$ cat src/rtl/inter_pe_req_sched_if.sv
// Bundle between the lookup/fill producers and the column-0 inter-PE request
// sequencer. The master side drives lookups and fill tags. The slave side (the
// sequencer) drives the buffer request, the hit mask and the status signals.
interface inter_pe_req_sched_if #(
    parameter int ID_W    = 4,
    parameter int PHASE_W = 2
);
    // lookup request queue input
    logic               lk_valid;
    logic               lk_ready;
    logic [ID_W-1:0]    lk_id;
    logic [ID_W-1:0]    lk_skip_id;
    logic [PHASE_W-1:0] lk_phase;

    // result pair arriving on the buffer inputs
    logic               fill_valid;
    logic [ID_W-1:0]    fill_id0;
    logic [ID_W-1:0]    fill_id1;
    logic [PHASE_W-1:0] fill_phase;

    // buffer inter-request and status
    logic               req_valid;
    logic [ID_W-1:0]    req_id;
    logic [ID_W-1:0]    req_skip_id;
    logic [PHASE_W-1:0] req_phase;
    logic [3:0]         hit_mask;
    logic               drop_pulse;
    logic [2:0]         occupancy;

    modport master (
        output lk_valid, lk_id, lk_skip_id, lk_phase,
        output fill_valid, fill_id0, fill_id1, fill_phase,
        input  lk_ready,
        input  req_valid, req_id, req_skip_id, req_phase,
        input  hit_mask, drop_pulse, occupancy
    );

    modport slave (
        input  lk_valid, lk_id, lk_skip_id, lk_phase,
        input  fill_valid, fill_id0, fill_id1, fill_phase,
        output lk_ready,
        output req_valid, req_id, req_skip_id, req_phase,
        output hit_mask, drop_pulse, occupancy
    );
endinterface

$ cat src/rtl/inter_pe_req_sched.sv
// Sequencer for the column-0 inter-PE result buffer (4 slots, pair-wise fill).
// It queues lookups {id, skip_id, phase} and mirrors the buffer's slot tags.
// Once per cycle it either issues a lookup whose tags are present or drives a
// fill into the next slot pair. The fill pair alternates between 2/3 and 0/1.
// A head lookup that misses TIMEOUT times in a row is dropped.
module inter_pe_req_sched #(
    parameter int ID_W    = 4,
    parameter int PHASE_W = 2,
    parameter int QDEPTH  = 4,
    parameter int TIMEOUT = 15
) (
    input logic                 clk,
    input logic                 rst,
    inter_pe_req_sched_if.slave bus
);
    localparam int AW = (QDEPTH > 1) ? $clog2(QDEPTH) : 1;
    localparam int CW = AW + 1;
    localparam logic [7:0]    TO_CNT = 8'(TIMEOUT);
    localparam logic [CW-1:0] FULL_CNT = CW'(QDEPTH);

    typedef struct packed {
        logic [ID_W-1:0]    id;
        logic [ID_W-1:0]    skip_id;
        logic [PHASE_W-1:0] phase;
    } lk_t;

    typedef enum logic [1:0] {
        S_IDLE = 2'd0,
        S_WAIT = 2'd1,
        S_DROP = 2'd2
    } state_t;

    // ---------------- lookup FIFO ----------------
    lk_t           fifo_mem [QDEPTH];
    logic [AW-1:0] wr_ptr;
    logic [AW-1:0] rd_ptr;
    logic [CW-1:0] count;
    logic [CW-1:0] count_nxt;
    lk_t           lk_in;
    lk_t           head;
    logic          lk_ready;
    logic          push;
    logic          pop;

    assign lk_in.id      = bus.lk_id;
    assign lk_in.skip_id = bus.lk_skip_id;
    assign lk_in.phase   = bus.lk_phase;
    assign head          = fifo_mem[rd_ptr];
    assign lk_ready      = (count != FULL_CNT);
    assign push          = bus.lk_valid && lk_ready;

    // next occupancy of the queue, so the FSM can pick WAIT/IDLE for next cycle
    always_comb begin
        count_nxt = count;
        case ({push, pop})
            2'b10:   count_nxt = count + 1'b1;
            2'b01:   count_nxt = count - 1'b1;
            default: count_nxt = count;
        endcase
    end

    // FIFO payload storage; the entries need no reset because count gates them
    always_ff @(posedge clk) begin
        if (push) fifo_mem[wr_ptr] <= lk_in;
    end

    // FIFO pointers and count. Reset discards everything queued.
    always_ff @(posedge clk or posedge rst) begin
        if (rst) begin
            wr_ptr <= '0;
            rd_ptr <= '0;
            count  <= '0;
        end else begin
            if (push) wr_ptr <= wr_ptr + 1'b1;
            if (pop)  rd_ptr <= rd_ptr + 1'b1;
            count <= count_nxt;
        end
    end

    // ---------------- slot tag mirror ----------------
    logic [3:0]                     slot_v;
    logic [3:0][ID_W-1:0]           slot_id;
    logic [3:0][PHASE_W-1:0]        slot_ph;
    logic                           fill_ptr;   // 1: pair 2/3, 0: pair 0/1
    logic [1:0]                     fill_lo;
    logic [1:0]                     fill_hi;

    assign fill_lo = {fill_ptr, 1'b0};
    assign fill_hi = {fill_ptr, 1'b1};

    // Slot match for both head ids. If several slots match, the highest index
    // is the one taken, so the ascending loop lets the last match win.
    logic [3:0] id_oh;
    logic [3:0] skip_oh;
    always_comb begin
        id_oh   = '0;
        skip_oh = '0;
        for (int s = 0; s < 4; s++) begin
            if (slot_v[s] && slot_id[s] == head.id && slot_ph[s] == head.phase) begin
                id_oh    = '0;
                id_oh[s] = 1'b1;
            end
            if (slot_v[s] && slot_id[s] == head.skip_id && slot_ph[s] == head.phase) begin
                skip_oh    = '0;
                skip_oh[s] = 1'b1;
            end
        end
    end

    // valid-slot count straight from the mirror's valid bits
    logic [2:0] occ;
    always_comb begin
        occ = '0;
        for (int s = 0; s < 4; s++) occ = occ + {2'b00, slot_v[s]};
    end

    // ---------------- per-cycle decision ----------------
    state_t     state;
    logic [7:0] miss_cnt;
    logic [7:0] miss_inc;
    logic       issue;
    logic       miss;
    logic       do_fill;

    assign issue    = (state == S_WAIT) && (|id_oh || |skip_oh);
    assign miss     = (state == S_WAIT) && !issue;
    assign do_fill  = bus.fill_valid && ((state == S_IDLE) || miss);
    assign pop      = issue || (state == S_DROP);
    // saturates at TIMEOUT; the FSM leaves WAIT on reaching it anyway
    assign miss_inc = (miss_cnt == TO_CNT) ? miss_cnt : miss_cnt + 8'd1;

    logic               req_valid_q;
    logic [ID_W-1:0]    req_id_q;
    logic [ID_W-1:0]    req_skip_q;
    logic [PHASE_W-1:0] req_phase_q;
    logic [3:0]         hit_mask_q;
    logic               drop_q;

    // Sequencer FSM. It updates the registered request outputs, the tag mirror,
    // the fill pointer and the miss counter in one place.
    always_ff @(posedge clk or posedge rst) begin
        if (rst) begin
            state       <= S_IDLE;
            miss_cnt    <= '0;
            fill_ptr    <= 1'b1;
            slot_v      <= '0;
            slot_id     <= '0;
            slot_ph     <= '0;
            req_valid_q <= 1'b0;
            req_id_q    <= '0;
            req_skip_q  <= '0;
            req_phase_q <= '0;
            hit_mask_q  <= '0;
            drop_q      <= 1'b0;
        end else begin
            req_valid_q <= issue;
            req_id_q    <= issue ? head.id      : '0;
            req_skip_q  <= issue ? head.skip_id : '0;
            req_phase_q <= issue ? head.phase   : '0;
            hit_mask_q  <= issue ? (id_oh | skip_oh) : 4'b0000;
            drop_q      <= (state == S_DROP);

            // A pair fill may evict valid tags. The pointer flips only on a fill.
            if (do_fill) begin
                slot_v[fill_lo]  <= 1'b1;
                slot_id[fill_lo] <= bus.fill_id0;
                slot_ph[fill_lo] <= bus.fill_phase;
                slot_v[fill_hi]  <= 1'b1;
                slot_id[fill_hi] <= bus.fill_id1;
                slot_ph[fill_hi] <= bus.fill_phase;
                fill_ptr         <= ~fill_ptr;
            end

            // On issue, the consumed slots take the incoming pair. The skip
            // assignment comes second, so it wins when both ids share a slot.
            if (issue) begin
                for (int s = 0; s < 4; s++) begin
                    if (id_oh[s]) begin
                        slot_v[s]  <= bus.fill_valid;
                        slot_id[s] <= bus.fill_id0;
                        slot_ph[s] <= bus.fill_phase;
                    end
                    if (skip_oh[s]) begin
                        slot_v[s]  <= bus.fill_valid;
                        slot_id[s] <= bus.fill_id1;
                        slot_ph[s] <= bus.fill_phase;
                    end
                end
            end

            case (state)
                S_IDLE: begin
                    miss_cnt <= '0;
                    state    <= (count_nxt != '0) ? S_WAIT : S_IDLE;
                end
                S_WAIT: begin
                    if (issue) begin
                        miss_cnt <= '0;
                        state    <= (count_nxt != '0) ? S_WAIT : S_IDLE;
                    end else begin
                        miss_cnt <= miss_inc;
                        state    <= (miss_inc == TO_CNT) ? S_DROP : S_WAIT;
                    end
                end
                S_DROP: begin
                    miss_cnt <= '0;
                    state    <= (count_nxt != '0) ? S_WAIT : S_IDLE;
                end
                default: begin
                    miss_cnt <= '0;
                    state    <= S_IDLE;
                end
            endcase
        end
    end

    assign bus.lk_ready    = lk_ready;
    assign bus.req_valid   = req_valid_q;
    assign bus.req_id      = req_id_q;
    assign bus.req_skip_id = req_skip_q;
    assign bus.req_phase   = req_phase_q;
    assign bus.hit_mask    = hit_mask_q;
    assign bus.drop_pulse  = drop_q;
    assign bus.occupancy   = occ;
endmodule

$ cat src/flat_wrapper.sv
// flat-port wrapper written by rule: the top's interface ports become plain ports
module inter_pe_req_sched_flat 
#(
    parameter int ID_W    = 4,
    parameter int PHASE_W = 2,
    parameter int QDEPTH  = 4,
    parameter int TIMEOUT = 15
)
  (clk, rst, bus_lk_valid, bus_lk_id, bus_lk_skip_id, bus_lk_phase, bus_fill_valid, bus_fill_id0, bus_fill_id1, bus_fill_phase, bus_lk_ready, bus_req_valid, bus_req_id, bus_req_skip_id, bus_req_phase, bus_hit_mask, bus_drop_pulse, bus_occupancy);
  inter_pe_req_sched_if #(.ID_W(ID_W), .PHASE_W(PHASE_W)) bus_i ();
  input logic clk;
  input logic rst;
  input wire logic [$bits(bus_i.lk_valid)-1:0] bus_lk_valid;
  input wire logic [$bits(bus_i.lk_id)-1:0] bus_lk_id;
  input wire logic [$bits(bus_i.lk_skip_id)-1:0] bus_lk_skip_id;
  input wire logic [$bits(bus_i.lk_phase)-1:0] bus_lk_phase;
  input wire logic [$bits(bus_i.fill_valid)-1:0] bus_fill_valid;
  input wire logic [$bits(bus_i.fill_id0)-1:0] bus_fill_id0;
  input wire logic [$bits(bus_i.fill_id1)-1:0] bus_fill_id1;
  input wire logic [$bits(bus_i.fill_phase)-1:0] bus_fill_phase;
  output wire logic [$bits(bus_i.lk_ready)-1:0] bus_lk_ready;
  output wire logic [$bits(bus_i.req_valid)-1:0] bus_req_valid;
  output wire logic [$bits(bus_i.req_id)-1:0] bus_req_id;
  output wire logic [$bits(bus_i.req_skip_id)-1:0] bus_req_skip_id;
  output wire logic [$bits(bus_i.req_phase)-1:0] bus_req_phase;
  output wire logic [$bits(bus_i.hit_mask)-1:0] bus_hit_mask;
  output wire logic [$bits(bus_i.drop_pulse)-1:0] bus_drop_pulse;
  output wire logic [$bits(bus_i.occupancy)-1:0] bus_occupancy;
  assign bus_i.lk_valid = bus_lk_valid;
  assign bus_i.lk_id = bus_lk_id;
  assign bus_i.lk_skip_id = bus_lk_skip_id;
  assign bus_i.lk_phase = bus_lk_phase;
  assign bus_i.fill_valid = bus_fill_valid;
  assign bus_i.fill_id0 = bus_fill_id0;
  assign bus_i.fill_id1 = bus_fill_id1;
  assign bus_i.fill_phase = bus_fill_phase;
  assign bus_lk_ready = bus_i.lk_ready;
  assign bus_req_valid = bus_i.req_valid;
  assign bus_req_id = bus_i.req_id;
  assign bus_req_skip_id = bus_i.req_skip_id;
  assign bus_req_phase = bus_i.req_phase;
  assign bus_hit_mask = bus_i.hit_mask;
  assign bus_drop_pulse = bus_i.drop_pulse;
  assign bus_occupancy = bus_i.occupancy;
  inter_pe_req_sched #(.ID_W(ID_W), .PHASE_W(PHASE_W), .QDEPTH(QDEPTH), .TIMEOUT(TIMEOUT)) u_core (.clk(clk), .rst(rst), .bus(bus_i));
endmodule
$ cat config.mk
export PLATFORM = sky130hd
export DESIGN_NAME = inter_pe_req_sched_flat
export DESIGN_NICKNAME = d
export VERILOG_FILES = /design/src/rtl/inter_pe_req_sched_if.sv /design/src/rtl/inter_pe_req_sched.sv /design/src/flat_wrapper.sv
export SDC_FILE = /design/constraint.sdc
export NUM_CORES = 1
export LEC_CHECK = 0
export ABC_AREA = 1
export CORE_MARGIN = 8
export CORE_UTILIZATION = 40
export CTS_BUF_LIST = sky130_fd_sc_hd__clkbuf_4
export DETAILED_ROUTE_END_ITERATION = 12
export GPL_TIMING_DRIVEN = 0
export SYNTH_ARGS = -nofsm -noshare
export SYNTH_HDL_FRONTEND = slang
export SYNTH_SLANG_ARGS = --single-unit
$ cat constraint.sdc
create_clock -name clk -period 3.9 [get_ports clk]
set_input_delay 1.17 -clock clk [delete_from_list [all_inputs] [get_ports clk]]
set_output_delay 1.17 -clock clk [all_outputs]
set_load 0.005 [all_outputs]
Yosys cells after proc, flatten, opt, wreduce, memory -nomap -nowiden
Memories as Yosys holds them, arrays and structs flattened. Cells that the tools add are included.

Input port bits: 24. Bits in writable memories: 40. Flip-flop bits (word level): 62. Memories kept: 1. Output and inout bits: 20.

Memory list: u_core.fifo_mem (words 4, width 10, rd ports 1, clocked after memory_dff 0, write ports 1, RTL line inter_pe_req_sched.sv:34) `lk_t fifo_mem [QDEPTH];`.

Bitwise operators: 4. Reductions and logical operators: 31. Equal/unequal tests: 19. $lt $le $gt $ge: 4. Add/sub/neg operators: 8. Mux-type cells: 68.

Operators by type and width (count): 4-bit 2-to-1 mux (17); 8-bit 2-to-1 mux (5); 16-bit bitwise mux (2); 4-bit == test (8); 16-bit 2-to-1 mux (2); 2-bit 2-to-1 mux (15); 1-bit logical AND (22); 8-bit bitwise mux (2); 8-bit by 4-bit == test with 1-bit output (second input constant) (2); 1-bit 2-to-1 mux (15); 8-bit by 1-bit adder with 8-bit output (second input constant) (1); 4-bit demux with 1-bit select (2); 2-bit == test (4); 4-bit OR (2); 4-bit OR reduction (2); 3-bit by 1-bit adder with 3-bit output (2); 2-bit by 3-bit less-than comparator with 1-bit output (second input constant) (2); 3-bit 2-to-1 mux (2); 3-bit one-hot mux with 2 select lines (1); 2-bit by 1-bit adder with 2-bit output (second input constant) (2); 2-bit demux with 1-bit select (2); 2-bit by 1-bit == test with 1-bit output (second input constant) (2); 2-bit == test (second input constant) (2); 2-bit by 1-bit greater-or-equal comparator with 1-bit output (second input constant) (2); other kinds (13) (16).

Longest topological paths before layout
An unclocked memory read counts as a cell.

Depth after elaboration: 19. Depth in mapped cells: 25.

Worst setup path after synthesis
OpenSTA, ideal clock, no wires.

Path kind: flip-flop to flip-flop. From: reg u_core.rd_ptr[1]. To: reg u_core.state[0]. Clock period less this slack: 3104 ps. Data required time: 3773 ps. Buffers on the path: 1. Setup time: 127 ps. Cell stages (with the launch flop): 23. Arrival time: 2977 ps. Path slack: 796 ps. Cell sequence: dfrtp_1 -> inv_2 -> buf_2 -> nand3_1 -> nand2_1 -> nand2_1 -> nand2_1 -> nand2_1 -> nor2_1 -> nand3_1 -> nand4_1 -> nor2_2 -> nor2_2 -> inv_1 -> o21ai_2 -> ha_1 -> inv_1 -> fa_1 -> a21oi_1 -> o21ai_0 -> xnor2_1 -> o31ai_1 -> nand2_1.

Cells in the longest elaborated chain, start to end: 18.

RTL lines: from (decl) (RTL line inter_pe_req_sched.sv:36) `logic [AW-1:0] rd_ptr;`; from (signal assigned) (RTL line inter_pe_req_sched.sv:75) `if (pop) rd_ptr <= rd_ptr + 1'b1;`; memory read 4 x 10 bit (*); 4-bit == test, on equally long branches (RTL line inter_pe_req_sched.sv:99, inter_pe_req_sched.sv:103); 1-bit logical AND, on equally long branches (2 in series) (RTL line inter_pe_req_sched.sv:99, inter_pe_req_sched.sv:103); 1-bit 2-to-1 mux, on equally long branches (RTL line inter_pe_req_sched.sv:99, inter_pe_req_sched.sv:103); 2-bit 2-to-1 mux, on equally long branches (RTL line inter_pe_req_sched.sv:99, inter_pe_req_sched.sv:103); 3-bit 2-to-1 mux, on equally long branches (RTL line inter_pe_req_sched.sv:99, inter_pe_req_sched.sv:103); 4-bit 2-to-1 mux, on equally long branches (RTL line inter_pe_req_sched.sv:99, inter_pe_req_sched.sv:103); 4-bit OR reduction (RTL line inter_pe_req_sched.sv:125) `assign issue = (state == S_WAIT) && (|id_oh || |skip_oh);`; [... 2 more ...]; 1-bit logical OR (*) (RTL line inter_pe_req_sched.sv:128) `assign pop = issue || (state == S_DROP);`; 2-bit by 1-bit == test with 1-bit output or 2-bit == test (tied branches) (RTL line inter_pe_req_sched.sv:55) `case ({push, pop})`; 3-bit one-hot mux with 2 select lines (*) (RTL line inter_pe_req_sched.sv:55); named net u_core.count_nxt[2] (RTL line inter_pe_req_sched.sv:38) `logic [CW-1:0] count_nxt;`; 3-bit nonzero test (*) (RTL line inter_pe_req_sched.sv:194, inter_pe_req_sched.sv:199, inter_pe_req_sched.sv:207); 1-bit 2-to-1 mux (*) (RTL line inter_pe_req_sched.sv:194, inter_pe_req_sched.sv:199, inter_pe_req_sched.sv:207); 2-bit 2-to-1 mux (RTL line inter_pe_req_sched.sv:197) `if (issue) begin`; 2-bit one-hot mux with 2 select lines (*) (RTL line inter_pe_req_sched.sv:191) `case (state)`; to (signal assigned) (RTL line inter_pe_req_sched.sv:194) `state <= (count_nxt != '0) ? S_WAIT : S_IDLE;`; to (signal assigned) (RTL line inter_pe_req_sched.sv:199) `state <= (count_nxt != '0) ? S_WAIT : S_IDLE;`; to (signal assigned) (RTL line inter_pe_req_sched.sv:207) `state <= (count_nxt != '0) ? S_WAIT : S_IDLE;`; to (decl) (RTL line inter_pe_req_sched.sv:118) `state_t state;`.

The timed path passes the listed nets; every way through them passes the cells marked *. A chain may end at the register's enable or synchronous reset.

Worst setup path after layout
From: reg u_core.slot_v[1]. To: out bus_occupancy[1].

Cells in the longest elaborated chain, start to end: 3.

RTL lines: from (decl) (RTL line inter_pe_req_sched.sv:81) `logic [3:0] slot_v;`; from (signal, indexed assignment) (RTL line inter_pe_req_sched.sv:179) `slot_v[s] <= bus.fill_valid;`; from (signal, indexed assignment) (RTL line inter_pe_req_sched.sv:184) `slot_v[s] <= bus.fill_valid;`; 1-bit by 1-bit adder with 2-bit output (RTL line inter_pe_req_sched.sv:114) `for (int s = 0; s < 4; s++) occ = occ + {2'b00, slot_v[s]};`; 3-bit by 1-bit adder with 3-bit output (2 in series) (RTL line inter_pe_req_sched.sv:114); to (decl) (RTL line flat_wrapper.sv:28) `output wire logic [$bits(bus_i.occupancy)-1:0] bus_occupancy;`.

Every way passes these cells.

==> impl_metrics.toml <==
[cts]
post_cts_buffers = 0
numCtsBuffers = 9
cts_tree = "built"
insertion_delay_ns = 0.50
htree_levels = 3
cts-resized-gates = 0
cts_root_buf = "clkbuf_4"
cts_buffer_depth = 2
postCtsHoldBufs = 0
cts.sinks = 102
clkTransAtPathRegs_ns = 0.17

[floorplan]
core_sq_um = 13200
std_cell_rows = 42
pin_count = 44
dieArea_sq_um = 17500
die_h_um = 132
start_util = 0.410
die_w_um = 132

[final_layout]
stdcell_area_sq_um = 6380
mostFrequentLayoutCells = "nand2_1 (195), nand3_1 (68), inv_1 (62)"
nets = 744
layout-drive-gt1-share = 0.113
antenna_cells = 0
final_util = 0.482
syn_to_final_growth_pct = 17.6
final_common_cell = "nand2_1"

[sta]
fin_crit_sh = 0.939
relSlewSlack = 0.296
fmax_mhz = 273
slew_viol_final = 0
skew_ns = 0.0249
period_needed_ns = 3.66
setup_violations = 0
worstMarginPinSlew_ns = 1.05
hold_viol_final = 0
hold_ws_ns = 0.531
finalSetupTns_ns = 0

[synthesis]
synth_area_sq_um = 5430
syn_nets = 689
synthCells = 655
yosysWarnings = 0
ys_seq_elements = 102
ys_seq_area_frac = 0.508
ys_types = 33
syn_area_per_cell_sq_um = 8.28

[drt]
drt-total-wl_um = 14700
dr.first_iter.drc_count = 429
wl_per_cell_um = 16.5
vias = 4698
vias_per_cell = 5.27
dr.pass1.iters = 5
ant_nets = 0
drc = 0

[worst_setup_path]
required_ns = 2.73
critPathLaunchType = "register"
crit_path_end_kind = "output pin"
crit_fanout = 6
worstPathArrival_ns = 2.49
crit_type = "reg2out"

[place]
hpwlAfterDp_um = 11000
portBuffers = 43
routabilityCongestion = 0.906
post_dp_cell_area_sq_um = 6100

[grt]
grt_remaining_overflow = 0
grt_max_degree = 41
antenna_found_initial = 0
grt_usage = 0.170
grt_pass1_wl_um = 23500
grt_pass1_vias = 4467

[pwr]
leakage_nw = 2.99
ir_worst_vdd_mv = 0.363
p_per_area_nw_per_um2 = 834

[run]
cap_violations = 0

[hold_path]
min_path_type = "reg2reg"

[status]
outcome = "complete, no violations"
routing by layer:
metal  up-vias  wire length, um  GRT usage
met2       161             6930      0.281
met3        23              944     0.0394
met5         -                0          0
met1      2245             6460      0.213
met4         0              352     0.0580
li1       2269                -          -
cell usage after synthesis, drive strengths merged:
| cell type | instances | share of area |
|---|---|---|
| nand2 | 212 | 0.15 |
| nand3 | 87 | 0.092 |
| nor2 | 68 | 0.049 |
| inv | 65 | 0.045 |
| dfrtp | 61 | 0.28 |
| edfxtp | 40 | 0.22 |
| o21ai | 34 | 0.033 |
| nand4 | 21 | 0.024 |
| buf | 13 | 0.016 |
| o211ai | 11 | 0.015 |
| xor2 | 9 | 0.015 |
| ha | 8 | 0.018 |
| a21oi | 6 | 0.0055 |
| o22ai | 4 | 0.0046 |
| clkbuf | 3 | 0.0021 |
| fa | 2 | 0.0074 |
| nand3b | 2 | 0.0028 |
| xnor2 | 2 | 0.0032 |
| a31oi | 1 | 0.0012 |
| and3b | 1 | 0.0016 |
| clkinv | 1 | 0.00069 |
| dfstp | 1 | 0.0048 |
| mux2i | 1 | 0.0018 |
| nor3 | 1 | 0.00092 |
| o31ai | 1 | 0.0014 |
sequential cells by signal (all words and copies together), names as in the netlist:
name,count
u_core.rd_ptr,2
u_core.bus.req_phase,2
u_core.count,3
u_core.slot_id,16
u_core.bus.drop_pulse,1
u_core.bus.req_skip_id,4
u_core.miss_cnt,8
u_core.bus.hit_mask,4
u_core.bus.req_valid,1
u_core.slot_ph,8
u_core.fifo_mem,40
u_core.wr_ptr,2
u_core.slot_v,4
u_core.fill_ptr,1
u_core.bus.req_id,4
u_core.state,2
worst max-delay path, cell delays in order, from the launching register on:
cell	delay, ns
dfrtp_1	0.51
ha_1	0.34
fa_1	0.37
ha_1	0.28
clkdlybuf4s50_1	0.50
stage by stage:
step	std cells	power, mW	setup WS (ns)
2_1_floorplan	655	3.61	0.796
3_3_place_gp	874	4.45	-0.0336
4_1_cts	891	5.23	0.0518
5_1_grt	891	5.77	-0.00840
6_report	891	5.32	0.236
3_5_place_dp	875	4.51	0.0940
cell type report:
class	instances	area [sq um]
Sequential cell	102	2760
Clock buffer	10	75.1
Timing Repair Buffer	44	450
Tap cell	176	220
Multi-Input combinational cell	471	2400
Fill cell	1297	6860
Clock inverter	6	118
Inverter	66	248
Buffer	16	110
kinds of logic after synthesis:
group,after synthesis,share of synthesized area
multiplexers,1,0.00185
flip-flops,102,0.508
adder cells (fa/ha/maj),10,0.0258
AND/OR/NAND/NOR,392,0.322
AO/OA/AOI/OAI,57,0.0607
XOR/XNOR,11,0.0178
buffers and inverters,82,0.0639
worst paths after layout:
| kind | slack [ns] | cells after the start | start | end |
|---|---|---|---|---|
| max reg2reg | 0.25 | 22 | u_core.rd_ptr[0] | u_core.state[0] |
| max | 0.24 | 4 | u_core.slot_v[1] | bus_occupancy[1] |
| min in group asynchronous | 1.00 | 2 | rst | u_core.count[1] |
| min reg2reg | 0.53 | 1 | u_core.count[2] | u_core.count[2] |
| min | 0.53 | 1 | u_core.count[2] | u_core.count[2] |
| max in group asynchronous | 2.27 | 3 | rst | u_core.slot_ph[6] |
power by group:
part | switching (mW) | internal [mW]
Combinational | 1.92 | 0.997
Sequential | 0.237 | 1.46
Clock | 0.373 | 0.338
(Power assumes the default switching activity.)
==> RTL edit: new RTL, same flow settings <==
`PHASE_W` is set to 2 in 3 places; all go to 4.
--- a/src/rtl/inter_pe_req_sched_if.sv
+++ b/src/rtl/inter_pe_req_sched_if.sv
@@ -4,5 +4,5 @@
 interface inter_pe_req_sched_if #(
     parameter int ID_W    = 4,
-    parameter int PHASE_W = 2
+    parameter int PHASE_W = 4
 );
     // lookup request queue input
--- a/src/rtl/inter_pe_req_sched.sv
+++ b/src/rtl/inter_pe_req_sched.sv
@@ -6,5 +6,5 @@
 module inter_pe_req_sched #(
     parameter int ID_W    = 4,
-    parameter int PHASE_W = 2,
+    parameter int PHASE_W = 4,
     parameter int QDEPTH  = 4,
     parameter int TIMEOUT = 15
--- a/src/flat_wrapper.sv
+++ b/src/flat_wrapper.sv
@@ -3,5 +3,5 @@
 #(
     parameter int ID_W    = 4,
-    parameter int PHASE_W = 2,
+    parameter int PHASE_W = 4,
     parameter int QDEPTH  = 4,
     parameter int TIMEOUT = 15
Interface: changed (resized bus_fill_phase, bus_lk_phase and bus_req_phase); port bits go from 44 to 50. No check against the original RTL was run, so the function may have changed too.
==> RTL edit against the unedited design <==
Wire length grew 16%; synthesized area up 17%; total power increased by 6.9%; register-to-register slack improved by 70 ps; global-route usage increased by 0.90 points; worst setup slack got worse by 22 ps; clock skew decreased by 6.2 ps; cell area is 18% higher; cell count rose by 14%; hold slack worse by 9.6 ps; sequential cell count grew 18.
==> RTL edit: results (changes against the unedited design) <==
Status -> finished, final reports clean (unchanged)
Met2 routed WL -> 8463 um (was 6932 um)
Clock-cell share -> 0.03552 (was 0.03019)
Post-Synth Adder-Cell Area -> 0.02209 (was 0.02583)
Sequential area share after synthesis -> 0.5113 (was 0.5076)
CP Max Fanout -> 5 (was 6)
Met3 wire len -> 857 um (was 944 um)
Overall global routing resource usage -> 0.1786 (was 0.1696)
Largest net degree at the start of global routing -> 66 (was 41)
Rows -> 46 (was 42)
Input/output buffers -> 49 (was 43)
Leak -> 3.456 nW (was 2.987 nW)
Post-synthesis cell type count -> 40 (was 33)
Syn Nets -> 751 (was 689)
Slew @ Worst Pin -> 1266 ps (was 1052 ps)
Top Registers -> u_core.fifo_mem (48), u_core.slot_id (16), u_core.slot_ph (16) (was u_core.fifo_mem (40), u_core.slot_id (16))
# clk buffers -> 18 (was 10)
Synth cell count leaders -> nand2_1, nand3_1, dfrtp_1 (was nand2_1, nand3_1, nor2_1)
Xor and xnor area share after synthesis -> 0.02071 (was 0.01776)
Wirelength per Cell -> 16.80 um (was 16.49 um)
Inverters -> 68 (was 66)
M2 GR Usage -> 0.3007 (was 0.2807)
Antenna Cells -> 2 (was 0)
Worst-skew pair later-pin latency -> 560 ps (was 500 ps)
Synth top area cells -> dfrtp_1, edfxtp_1, nand2_1 (unchanged)
RTL edit: how the worst min path moves through the flow:
stage / slack [ps] / cells past startpoint / endpoint / start
2_1_floorplan: 470 / 1 / u_core.count[2]$_DFF_PP0_ / u_core.count[2]$_DFF_PP0_
3_3_place_gp: 490 / 1 / u_core.count[0]$_DFF_PP0_ / u_core.count[0]$_DFF_PP0_
3_5_place_dp: 510 / 1 / u_core.count[0]$_DFF_PP0_ / u_core.count[0]$_DFF_PP0_
4_1_cts: 530 / 1 / u_core.count[2]$_DFF_PP0_ / u_core.count[2]$_DFF_PP0_
5_1_grt: 550 / 1 / u_core.count[0]$_DFF_PP0_ / u_core.count[0]$_DFF_PP0_
6_report: 520 / 1 / u_core.count[2]$_DFF_PP0_ / u_core.count[2]$_DFF_PP0_
RTL edit: power breakdown:
part | internal [mW] | switching, mW
registers | 1.71 | 0.255
clock network | 0.379 | 0.487
logic | 1.00 | 1.86
total | 3.09 | 2.60
